==> config.mk <==
export PLATFORM = sky130hd
export DESIGN_NAME = hilo_divider_flat
export DESIGN_NICKNAME = d
export VERILOG_FILES = /design/src/rtl/hilo_div_if.sv /design/src/rtl/hilo_divider.sv /design/src/flat_wrapper.sv
export SDC_FILE = /design/constraint.sdc
export NUM_CORES = 1
export LEC_CHECK = 0
export CORE_MARGIN = 3
export CORE_UTILIZATION = 35
export DETAILED_ROUTE_END_ITERATION = 6
export DONT_BUFFER_PORTS = 1
export GPL_ROUTABILITY_DRIVEN = 0
export MAX_ROUTING_LAYER = met4
export PLACE_DENSITY = 0.49
export SYNTH_ARGS = -nofsm -noshare
export SYNTH_HDL_FRONTEND = slang
export SYNTH_SLANG_ARGS = --single-unit
==> constraint.sdc <==
create_clock -name clk -period 6.8 [get_ports clk]
set_clock_uncertainty 0.1 [all_clocks]
set_input_delay 0.34 -clock clk [delete_from_list [all_inputs] [get_ports clk]]
set_output_delay 0.34 -clock clk [all_outputs]
set_load 0.02 [all_outputs]
==> src/rtl/hilo_div_if.sv <==
// hilo_div_if: divide request/result bundle between EX and the HI/LO divider
interface hilo_div_if;
  logic start;
  logic signed_div;
  logic [31:0] dividend;
  logic [31:0] divisor;
  logic cancel;
  logic stall_o;
  logic done_o;
  logic hilo_write_en;
  logic [31:0] hi_o;
  logic [31:0] lo_o;
  modport master(
    output start, signed_div, dividend, divisor, cancel,
    input stall_o, done_o, hilo_write_en, hi_o, lo_o
  );
  modport slave(
    input start, signed_div, dividend, divisor, cancel,
    output stall_o, done_o, hilo_write_en, hi_o, lo_o
  );
endinterface

==> src/rtl/hilo_divider.sv <==
// hilo_divider: multi-cycle restoring DIV/DIVU unit producing a one-cycle HI/LO write
module hilo_divider (
  input logic clk,
  input logic rst,
  hilo_div_if.slave bus
);
  typedef enum logic [1:0] {IDLE, RUN, DONE} state_t;
  state_t state, state_n;
  logic [32:0] rem, shifted, diff, rem_n;
  logic [31:0] quo, quo_n, dvs, hi, lo, a_mag, b_mag;
  logic [4:0] count;
  logic sign_q, sign_r, accept, last;
  always_comb begin
    accept = state == IDLE && bus.start && !bus.cancel;
    a_mag = bus.signed_div && bus.dividend[31] ? -bus.dividend : bus.dividend;
    b_mag = bus.signed_div && bus.divisor[31] ? -bus.divisor : bus.divisor;
    shifted = {rem[31:0], quo[31]};
    diff = shifted - {1'b0, dvs};
    rem_n = diff[32] ? shifted : diff;
    quo_n = {quo[30:0], ~diff[32]};
    last = state == RUN && count == 5'd31;
    state_n = bus.cancel ? IDLE :
              state == IDLE ? (!bus.start ? IDLE : bus.divisor == '0 ? DONE : RUN) :
              state == RUN ? (last ? DONE : RUN) : IDLE;
  end
  always_ff @(posedge clk) state <= rst ? IDLE : state_n;
  always_ff @(posedge clk) begin
    if (rst) begin
      rem <= '0;
      quo <= '0;
      dvs <= '0;
      count <= '0;
      sign_q <= 1'b0;
      sign_r <= 1'b0;
      hi <= '0;
      lo <= '0;
    end else if (bus.cancel) begin
      rem <= '0;
      quo <= '0;
      dvs <= '0;
      count <= '0;
      sign_q <= 1'b0;
      sign_r <= 1'b0;
    end else if (accept) begin
      sign_q <= bus.signed_div & bus.dividend[31];
      sign_r <= bus.signed_div & (bus.dividend[31] ^ bus.divisor[31]);
      dvs <= b_mag;
      rem <= '0;
      quo <= bus.divisor == '0 ? '0 : a_mag;
      count <= '0;
      if (bus.divisor == '0) begin
        hi <= '0;
        lo <= '0;
      end
    end else if (state == RUN) begin
      rem <= rem_n;
      quo <= quo_n;
      count <= count + 5'd1;
      // results are fixed up on the edge into DONE so hi/lo never follow live inputs
      if (last) begin
        hi <= sign_q ? -rem_n[31:0] : rem_n[31:0];
        lo <= sign_r ? -quo_n : quo_n;
      end
    end
  end
  assign bus.stall_o = accept || (state == RUN && !bus.cancel);
  assign bus.done_o = state == DONE && !bus.cancel;
  assign bus.hilo_write_en = state == DONE && !bus.cancel;
  assign bus.hi_o = hi;
  assign bus.lo_o = lo;
endmodule
==> src/flat_wrapper.sv <==
// flat-port wrapper written by rule: the top's interface ports become plain ports
module hilo_divider_flat 
  (clk, rst, bus_start, bus_signed_div, bus_dividend, bus_divisor, bus_cancel, bus_stall_o, bus_done_o, bus_hilo_write_en, bus_hi_o, bus_lo_o);
  hilo_div_if bus_i ();
  input logic clk;
  input logic rst;
  input wire logic [$bits(bus_i.start)-1:0] bus_start;
  input wire logic [$bits(bus_i.signed_div)-1:0] bus_signed_div;
  input wire logic [$bits(bus_i.dividend)-1:0] bus_dividend;
  input wire logic [$bits(bus_i.divisor)-1:0] bus_divisor;
  input wire logic [$bits(bus_i.cancel)-1:0] bus_cancel;
  output wire logic [$bits(bus_i.stall_o)-1:0] bus_stall_o;
  output wire logic [$bits(bus_i.done_o)-1:0] bus_done_o;
  output wire logic [$bits(bus_i.hilo_write_en)-1:0] bus_hilo_write_en;
  output wire logic [$bits(bus_i.hi_o)-1:0] bus_hi_o;
  output wire logic [$bits(bus_i.lo_o)-1:0] bus_lo_o;
  assign bus_i.start = bus_start;
  assign bus_i.signed_div = bus_signed_div;
  assign bus_i.dividend = bus_dividend;
  assign bus_i.divisor = bus_divisor;
  assign bus_i.cancel = bus_cancel;
  assign bus_stall_o = bus_i.stall_o;
  assign bus_done_o = bus_i.done_o;
  assign bus_hilo_write_en = bus_i.hilo_write_en;
  assign bus_hi_o = bus_i.hi_o;
  assign bus_lo_o = bus_i.lo_o;
  hilo_divider u_core (.clk(clk), .rst(rst), .bus(bus_i));
endmodule
### Word level (Yosys, flattened, before mapping)

Index checks and enable logic that the tools add are counted.

* register bits after elaboration: 169
* latch bits: 0
* RAM bits: 0
* ROM bits: 0
* bits of input ports: 69
* output and inout bits: 67
* logic and storage cells: 60
* memories: 0

* $add $sub $neg: 6
* multiply operators: 0
* divide/modulo/power cells: 0
* magnitude comparators: 0
* equal/unequal tests: 4
* shifts and indexed selects: 0
* multiplexer cells: 20
* bitwise logic cells: 5
* reduce and logical (&&, ||, !) cells: 16

Operator list (count)
* $mux W32: 15
* $neg A32 Y32: 4
* $sub A33 B32 Y33: 1
* $logic_not A32 Y1: 1
* $mux W2: 5
* $logic_and A1 B1 Y1: 7
* $add A5 B1 Y5 const B: 1
* $eq A5 B5 Y1 const B: 1
* $reduce_and A4 Y1: 1
* $reduce_bool A2 Y1: 2
* $reduce_or A3 Y1: 1
* $and A1 B1 Y1: 2
* $eq A2 B1 Y1 const B: 1
* $eq A2 B2 Y1 const B: 1
* $logic_not A2 Y1: 1
* $ne A2 B2 Y1 const B: 1
* $not A1 Y1: 2
* $reduce_or A2 Y1: 1
* $logic_not A1 Y1: 1
* $logic_or A1 B1 Y1: 1
* $xor A1 B1 Y1: 1

### Logic depth before layout (Yosys ltp)

Gate-level depths: netlist (run 1).

* depth after elaboration: 7
* gate-level depth with buffers: 26
* mapped depth without buffers: 23

### Least setup slack after synthesis (run 1)

Ideal clock, no wire load.

* path kind: register -> register
* from: reg u_core.quo[31]
* to: reg u_core.hi[28] (netlist: u_core.bus.hi_o[28])
* library setup time: 0.117 ns
* arrival: 5.187 ns
* required time: 6.583 ns
* slack: 1.396 ns
* stages on the path, launching flop included: 26
* path buffers: 3
* period minus slack after synthesis: 5.404 ns
* cells stage by stage: dfxtp_1 inv_1 ha_1 inv_1 fa_1 a211oi_2 o31ai_4 o211a_1 o2111a_1 nor3_2 nor2_4 inv_2 buf_2 clkbuf_1 clkbuf_1 o21ai_0 inv_1 ha_1 nand2_1 or3_1 or2_1 o41ai_1 nand2_1 o41ai_2 xor2_1 a22o_1

* cells in the longest elaborated chain, start to end: 7

Ends and longest elaborated chain
* start: declaration: line hilo_divider.sv:10 `logic [31:0] quo, quo_n, dvs, hi, lo, a_mag, b_mag;`
* start signal: assignment: line hilo_divider.sv:49 `quo <= bus.divisor == '0 ? '0 : a_mag;`
* start signal: assignment: line hilo_divider.sv:57 `quo <= quo_n;`
* $sub A33 B32 Y33: line hilo_divider.sv:18 `diff = shifted - {1'b0, dvs};`
* $mux W32 (*): line hilo_divider.sv:19 `rem_n = diff[32] ? shifted : diff;`
* $neg A32 Y32: line hilo_divider.sv:61 `hi <= sign_q ? -rem_n[31:0] : rem_n[31:0];`
* $mux W32 (*): line hilo_divider.sv:61
* $mux W32 (*): line hilo_divider.sv:60 `if (last) begin`
* $mux W32 (*): line hilo_divider.sv:55 `end else if (state == RUN) begin`
* $mux W32 (*): line hilo_divider.sv:44 `end else if (accept) begin`
* end signal: assignment: line hilo_divider.sv:61
* end: declaration: line hilo_divider.sv:10

Every way passes the cells marked *; elsewhere a longest branch is shown, timed or not. The select of a mux whose other input is x is not followed.
A chain may end at the register's enable or synchronous reset.

### Worst setup path in the final report (run 1)

* from: reg u_core.quo[31]
* to: reg u_core.hi[26] (netlist: u_core.bus.hi_o[26])

Same word-level chain as after synthesis.

==> results of run 1 <==
## cells in the mapped netlist, drive strengths merged (18+ instances only)
library cell  count  area [µm²]
clkbuf           67         251
a22o             33         289
o31ai            19         156
nand2           160         601
xnor2            64         561
a21oi           134         674
nor4             18         134
mux2i            23         230
nor2            165         634
ha               38         475
xor2             79         692
dfxtp           169        3380
a211oi           49         373
nor3             50         278
buf              18         115
inv              56         210
o21ai           100         500
## logic make-up (layout without fill, tap and decap cells)
group / count (synthesis) / count (layout) / share of synthesized area (%)
AND/OR/NAND/NOR: 503 / 503 / 21.2
adder cells (fa/ha/maj): 39 / 39 / 4.38
XOR/XNOR: 143 / 143 / 11.1
flip-flops: 169 / 169 / 29.9
multiplexers: 25 / 25 / 2.23
AO/OA/AOI/OAI: 450 / 450 / 26.1
buffers and inverters: 141 / 117 / 5.10
## per-stage QoR
stage / instance area [µm²] / setup slack, ps / power [mW] / hold slack (ps)
3_3_place_gp: 11600 / 1680 / 1.74 / 316
2_1_floorplan: 11300 / 1400 / 1.56 / 332
4_1_cts: 12300 / 1450 / 2.78 / 0.0218
5_1_grt: 12300 / 1090 / 2.90 / 12.4
6_report: 12300 / 1390 / 2.77 / 6.26
3_5_place_dp: 11600 / 1480 / 1.74 / 317
## how the worst min path moves through the flow
stage                      from                  end  slack, ps
6_report       bus_dividend[22]       u_core.quo[22]          6
5_1_grt        bus_dividend[22]       u_core.quo[22]         10
4_1_cts        bus_dividend[22]       u_core.quo[22]       0.02
3_5_place_dp                rst  u_core.bus.lo_o[26]        320
3_3_place_gp                rst  u_core.bus.lo_o[30]        320
2_1_floorplan    u_core.dvs[31]       u_core.dvs[31]        330
## state kept, by name, indices dropped and copies added (netlist names)
| signal | cells |
|---|---|
| u_core.sign_q | 1 |
| u_core.bus.lo_o | 32 |
| u_core.bus.hi_o | 32 |
| u_core.state | 2 |
| u_core.count | 5 |
| u_core.dvs | 32 |
| u_core.quo | 32 |
| u_core.sign_r | 1 |
| u_core.rem | 32 |
## critical path: stages (launching register included)
cell and delay (ps):
sky130_fd_sc_hd__dfxtp_1 360, sky130_fd_sc_hd__inv_1 70, sky130_fd_sc_hd__ha_1 150, sky130_fd_sc_hd__inv_1 70, sky130_fd_sc_hd__fa_1 420, sky130_fd_sc_hd__a211oi_2 310, sky130_fd_sc_hd__o31ai_4 150, sky130_fd_sc_hd__o211a_1 310
sky130_fd_sc_hd__o2111ai_1 330, sky130_fd_sc_hd__a21oi_2 140, sky130_fd_sc_hd__nor2_4 190, sky130_fd_sc_hd__mux2i_1 320, sky130_fd_sc_hd__ha_1 290, sky130_fd_sc_hd__nand2_1 100, sky130_fd_sc_hd__or3_1 380, sky130_fd_sc_hd__or2_1 240
sky130_fd_sc_hd__o41ai_1 590, sky130_fd_sc_hd__nand2_1 210, sky130_fd_sc_hd__o21ai_0 280, sky130_fd_sc_hd__xnor2_1 100, sky130_fd_sc_hd__a22o_1 220
## layer usage
layer / part of all wire, % / vias to the layer above / GRT usage (%)
met5: 0 / - / -
met2: 39 / 333 / 28.9
met1: 52 / 4866 / 34.4
met4: 1.4 / 0 / 4.74
li1: - / 5238 / -
met3: 7.4 / 31 / 4.53
## power groups by stage
| stage | combinational (mW) | clock [mW] | sequential [mW] |
|---|---|---|---|
| CTS | 0.682 | 1.06 | 1.04 |
| detailed placement | 0.668 | 0 | 1.07 |
| floorplan | 0.503 | 0 | 1.06 |
| finish | 0.691 | 1.04 | 1.05 |
| global route | 0.761 | 1.09 | 1.05 |
| global placement | 0.668 | 0 | 1.07 |
## area by class of cell
class	instances	area share [%]
clock buffer	18	3.56
clock inverter	14	1.39
timing repair buffer	29	2.13
sequential	169	27.4
tap	402	4.08
inverter	56	1.70
multi-input combinational	1160	59.7
## what timing repair did
item / 4_1_cts / 5_1_grt
endpoints found under the hold margin: 44 / 0
endpoints found under the setup margin: 0 / 0
hold buffers: 14 / 0
==> results.md, run 1 <==
- The number of standard cells in the layout, taps in and fillers out is approximately 1800.
- The nature of the critical path startpoint is a register.
- The final routed DRC violation total is 0.
- The post-synthesis instance area is 11300 µm².
- Headroom to the max-slew limit came out at 29.0%.
- The antenna diode count is 0.
- Setup repair after global routing left no endpoint under its margin.
- Of the total power, the share spent switching nets is 35.6%.
- The number of vias per cell is 5.66.
- The total overflow reported by the global router is 0.
- The total detailed-routing wirelength is 37.7 mm.
- In this run the worst setup path begins at u_core.quo[31].
- The total I/O pin count is 136.
- The detailed-route via count is 10500.
- The number of instances in the synthesized netlist is 1470.
- Entering global routing, the biggest net connects 75 pins.
- The total power divided by cell area is between 200 and 250 nW/µm².
- The floorplan has 65 rows.
- The total setup buffers inserted after CTS is 0.
- The run finished with clean final reports.
- The kind of end point of the critical path is a register.
- The number of filler instances in the final layout is 3303.
- The clock tree from TritonCTS is done.
- For this design the static power due to leakage is 4.57 nW.
- The area growth from synthesis to final layout is 9.08%.
- The sequential cell area fraction in the yosys report is roughly 30%.
- The detailed-routing iteration count for the pre-antenna-repair pass is 7.
- IR analysis of the VDD net gives a maximum drop of approximately 170 µV.
- The register-to-register path setup slack is 1390 ps.
- The share of flip-flops with an asynchronous set or reset after synthesis is 0%.
- The initial antenna violation count is 0.
- In this run the standard cell core region covers between 30000 and 40000 µm².
- The post-detailed-route count of antenna-violating nets is 0.
- The footprint of the multi-input gates is 7370 µm².
- The global-route wire length before repair is 58.4 mm.
- The number of nets in the finished design is 1541.
- The power spent charging and discharging nets is 0.987 mW.
- The number of hold-slack violations in the final timing report is 0.
- At the worst endpoint, the arrival time is about 5700 ps.
- The average instance in the mapped netlist occupies 7.70 µm².
- Dividing the detail-routed wire length by the instance count gives 20.4 µm.
- The clock slew at the register clock pins of the worst setup and hold paths is approximately 80 ps.
- In this run the worst path has a maximum fanout of 7.
- The worst register-to-register path begins at u_core.quo[31].
- In this run, the number of DRC markers left after iteration 0 of detailed routing was slightly above 800.
- Following the worst setup path forward leads to its endpoint at u_core.bus.hi_o[26].
- The classification of the worst setup path is register to register.
- The sequential group share of total power is 37.7%.
- CTS saw 169 sinks.
- In this run, placement finished with an instance count of 1802.
- In the synthesized netlist the dominant register cell turns out to be sky130_fd_sc_hd__dfxtp_1.
- The number of distinct library cells after synthesis is a little over 80.
- The library cell used most frequently in the layout, excluding fill and tap cells, is sky130_fd_sc_hd__dfxtp_1.
- The total global-route track usage is 22.1%.
- The via count of the first global-routing pass came to 9730.
- The count of state elements after synthesis is 169.
- The tool flagged a number of max-cap violations equal to 0.
- The post-route clock period utilization is 79.6%.
- The count of buffers added on input and output ports is 0.
- STA puts the critical path data required time at approximately 7000 ps.
- In the final layout, the share of cells above drive strength 1 is 5.60%.
- For this run, the top clock speed supported by timing is 185 MHz.
- Along the worst hold path, the cell count comes to 3.
- The H-tree level count is 4.
- The die covers 34500 µm².
- The post-layout utilization of the core is 38.9%.
- In this run, the clock network consumes 37.4% of the power.
- The vertical die dimension is ~190 µm.
- At the pin with the least slew margin, the transition time is 1060 ps.
- Setup violations remaining at the end of the flow were counted as 0.
- The cell count of the worst reg-to-reg path is 20.
- For the worst-skew pair, the clock arrives at the later sink with an insertion delay of roughly 450 ps.
- Yosys mapped a number of flops with a built-in enable equal to 0.
- The class of the tightest hold or removal check is input pin to register.
- Counting every net in the synthesized netlist gives between 1500 and 2000.
- The maximum root-to-sink buffer count is 2.
- The initial core utilization is about 36%.
- The clock root buffer is sky130_fd_sc_hd__clkbuf_16.
- Of the total power, combinational logic draws 24.9%.
- The top cell types in the final layout, fill and taps aside, are sky130_fd_sc_hd__dfxtp_1, sky130_fd_sc_hd__nor2_1, sky130_fd_sc_hd__nand2_1.
- The number of CTS-inserted buffers is 17.
- The count of pins over their slew limit is 0.
- The die is about 190 µm wide.
- The post-cts sizing count is 0.
- The sequential cells in the finished layout cover a total of 3380 µm².
- The sum of net half-perimeters after detailed placement is 28.0 mm.
- The final total negative setup slack is 0 ps.
- The Yosys step of the flow raised 0 warnings.
- The final critical delay including setup and external delays is roughly 5400 ps.
- The endpoint identified for the worst register-to-register timing path is u_core.bus.hi_o[26].
- The total internal power is 1.79 mW.
Note: power is estimated with default switching activity, not from simulation.
==> run 2: changes to the inputs <==
ABC_AREA = 1   (was unset)
PLACE_DENSITY = 0.51   (was 0.49)
clock period = 4.8 ns   (was 6.8 ns; I/O delays follow)
==> run 2 against run 1 <==
Compared with the run above:
- design area is 15% higher
- via count is 25% higher
- critical path depth is 7 higher
- utilization is 0.87 points higher
- largest cell class unchanged
==> results.md, run 2 <==
- The run finished with clean final reports.
- The count of pins over their slew limit was 0.
- The antenna diode count is 0.
- The number of vias per cell is 5.10.
- Yosys printed 0 warnings.
- The full die area is 38700 µm².
- The detailed router finished its first iteration with 856 violations.
- The register-to-register path setup slack is 650 ps.
- The layout has 3905 filler cells.
- The detailed-routing iteration count for the pre-antenna-repair pass is 5.
- STA puts the critical path data arrival time at ~4400 ps.
- The share of flip-flops with an asynchronous set or reset after synthesis is 0%.
- The routed layout has 13100 vias.
- Along the worst path, the maximum fanout reaches 6.
- The number of nets in the finished design is 2200.
- The critical path is of the register to register type.
- Tracing the worst setup path back leads to its startpoint at u_core.quo[31].
- The portion of synthesized cell area occupied by the leading cell type is 26.6%.
- The master of the slowest instance on the critical path is sky130_fd_sc_hd__fa_1.
- Measured along the x axis, the die boundary spans 197 µm.
- The library cells used most frequently in the layout, excluding fill and tap cells, are sky130_fd_sc_hd__nand2_1, sky130_fd_sc_hd__inv_1, sky130_fd_sc_hd__nor2_1.
- The vertical die dimension is 197 µm.
- The largest incremental delay on the critical path is 400 ps.
- The library cell used most frequently in the layout, excluding fill and tap cells, is sky130_fd_sc_hd__nand2_1.
- The post-placement cell area is between 10000 and 15000 µm².
- In this run the count of I/O pins placed on the die edge is 136.
- The number of failing setup endpoints in the final timing report is 0.
- The peak ir drop on the vdd network is 295 µV.
- The kind of end point of the critical path is a register.
- The finished cells cover about 14000 µm².
- The slew at the pin closest to its max-slew limit is 830 ps.
- The worst register-to-register path ends at u_core.bus.lo_o[30].
- The cell sitting at the root of the clock tree is a sky130_fd_sc_hd__clkbuf_16.
- Counting flops with a built-in enable in the synthesized netlist gives 0.
- Synthesis instantiated 53 different standard cells from the library.
- When the netlist entered floorplanning its net count stood at between 2000 and 2500.
- Entering global routing, the biggest net connects 66 pins.
- The startpoint identified for the worst register-to-register timing path is u_core.quo[31].
- The worst hold path begins at bus_divisor[26].
- The sequential cell area fraction in the yosys report is a little over a quarter.
- Across the whole layout, storage elements account for 3380 µm².
- The number of instances in the synthesized netlist is 2081.
- The analysis attributes to cell leakage a power of 6.75 nW.
- The number of hold-slack violations in the final timing report came to 0.
- Headroom to the max-slew limit came out at 44.6%.
- The total overflow left after global routing is 0.
- The power spent charging and discharging nets is ~2 mW.
- The initial antenna violation count was 0.
- The clock net sink count is 169.
- The number of cells on the worst reg-to-reg path is 27.
- The initial core utilization is about 36%.
- Per report_power, the sequential group accounts for 32.2% of the total.
- The footprint of the multi-input gates is 7800 µm².
- The switching part of the total power is 42.8%.
- The post-cts sizing count is 0.
- The total internal power is ~2.7 mW.
- The wire length per cell after detailed routing is 17.0 µm.
- In the routed design, unresolved DRC markers number 0.
- Clock-pin slew was measured on the worst setup and hold paths at 80 ps.
- In this run, the clock network consumes 30.4% of the power.
- The sum of net half-perimeters after detailed placement is 34.0 mm.
- Sorting the synthesized cells by area gives the leading types as sky130_fd_sc_hd__dfxtp_1, sky130_fd_sc_hd__nand2_1, sky130_fd_sc_hd__inv_1.
- The number of max-cap violations is 0.
- The maximum operating frequency is 241 MHz.
- In the final layout, the share of cells above drive strength 1 is under 10%.
- The nature of the critical path startpoint is a register.
- The hold path endpoint is u_core.dvs[26].
- In this run the mean area of a mapped cell was 6.11 µm².
- In this run, CTS created clock tree buffers numbering 17.
- Summed over all instances, the cell type with the most area after synthesis is sky130_fd_sc_hd__dfxtp_1.
- The buffering stage count on the worst path with inverters included is 2.
- In the global route stage, overall resource usage came out at 23.1%.
- The clock tree synthesis step divided the H-tree into 4 levels.
- The count of state elements after synthesis is about 170.
- The clock tree from TritonCTS is done.
- The top flip-flop cell by instance count after synthesis is sky130_fd_sc_hd__dfxtp_1.
- The initialized floorplan defines 69 standard-cell rows.
- Setup repair after global routing left no endpoint under its margin.
- The total detailed-routing wirelength is 43.7 mm.
- The clock latency reported for the late side of the worst-skew pair is 460 ps.
- The post-synthesis instance area is 12700 µm².
- During placement, the flow inserted port buffers numbering 0.
- The first global-routing pass estimated ~70 mm of wire.
- For the finished layout, the period the worst path requires is 4150 ps.
- The area growth from synthesis to final layout is 11.5%.
- The core region is 35700 µm².
- After layout, the worst path uses between 80% and 90% of the clock period.
- After synthesis, the most frequently instantiated cells are sky130_fd_sc_hd__nand2_1, sky130_fd_sc_hd__inv_1, sky130_fd_sc_hd__nor2_1, sky130_fd_sc_hd__a21oi_1, sky130_fd_sc_hd__dfxtp_1.
- The class of the tightest hold or removal check is input pin to register.
- The cell that appears most often on the critical path is sky130_fd_sc_hd__nand2_1.
- For the final routed database, the setup TNS stands at 0 ps.
- The combinational cell fraction of total power is about 37%.
- The maximum root-to-sink buffer count is 2.
- The cell count of the worst hold path is 4.
- The worst endpoint required time is around 5000 ps.
- The total power divided by cell area is roughly 330 nW/µm².
- The cell family contributing the most delay on the critical path is simple AND/OR/NAND/NOR gates.
- In this run the remaining antenna-violating nets after routing total 0.
- By instance count, the leading cell after synthesis is sky130_fd_sc_hd__nand2_1.
- The via count of the first global-routing pass is approximately 12000.
[run 2: worst min-delay path, stage by stage]
cell and delay (ps):
sky130_fd_sc_hd__inv_2 60, sky130_fd_sc_hd__xor2_1 70, sky130_fd_sc_hd__o21ai_0 130, sky130_fd_sc_hd__inv_1 40
[run 2: per-layer routing]
| layer | vias up | global-route usage (%) | share of wire (%) |
|---|---|---|---|
| met3 | 78 | 3.68 | 4.9 |
| li1 | 6732 | - | - |
| met4 | 0 | 8.71 | 3.2 |
| met2 | 327 | 37.0 | 46 |
| met1 | 5945 | 29.4 | 46 |
| met5 | - | - | 0 |
[run 2: what timing repair did]
action | 4_1_cts | 5_1_grt
setup buffers | 0 | 0
hold endpoints to repair | 113 | 0
hold buffers | 50 | 0
[run 2: cell families after synthesis]
group           Yosys count  share of synthesized area [%]
compound gates          404                           18.0
xor+xnor                 84                           5.78
fa+ha+maj                39                           3.90
buf+inv                 387                           12.1
flops                   169                           26.6
simple gates            998                           33.7
[run 2: worst max path at each step]
stage,endpoint,slack (ps),cells after the start
finish,u_core.bus.lo_o[30],650,27
global route,u_core.bus.lo_o[30],110,27
CTS,u_core.bus.lo_o[28],630,23
detailed placement,u_core.bus.lo_o[30],660,27
global placement,u_core.bus.lo_o[30],760,27
floorplan,u_core.bus.lo_o[30],920,29
[run 2: per-stage QoR]
step	utilization [%]	power (mW)	worst slack (ps)	hold WS (ps)	std cells
final	39.8	4.67	653	16.8	2566
after global routing	39.8	4.97	109	24.5	2566
after CTS	39.8	4.69	630	0.510	2566
after detailed placement	36.6	3.22	663	235	2484
after global placement	36.6	3.22	762	238	2484
after floorplan	-	2.83	921	300	2081
[run 2: power groups by stage]
stage          Clock, mW  Combinational, mW  Sequential, mW
2_1_floorplan          0               1.31            1.51
3_3_place_gp           0               1.68            1.53
3_5_place_dp           0               1.69            1.53
4_1_cts             1.45               1.74            1.50
5_1_grt             1.50               1.96            1.51
6_report            1.42               1.75            1.50
[run 2: area by class of cell]
type | instances | area share [%]
Timing Repair Buffer | 67 | 4.55
Tap cell | 461 | 4.07
Sequential cell | 169 | 23.9
Inverter | 312 | 8.26
Clock inverter | 15 | 1.22
Multi-Input combinational cell | 1525 | 55.0
Clock buffer | 17 | 3.00
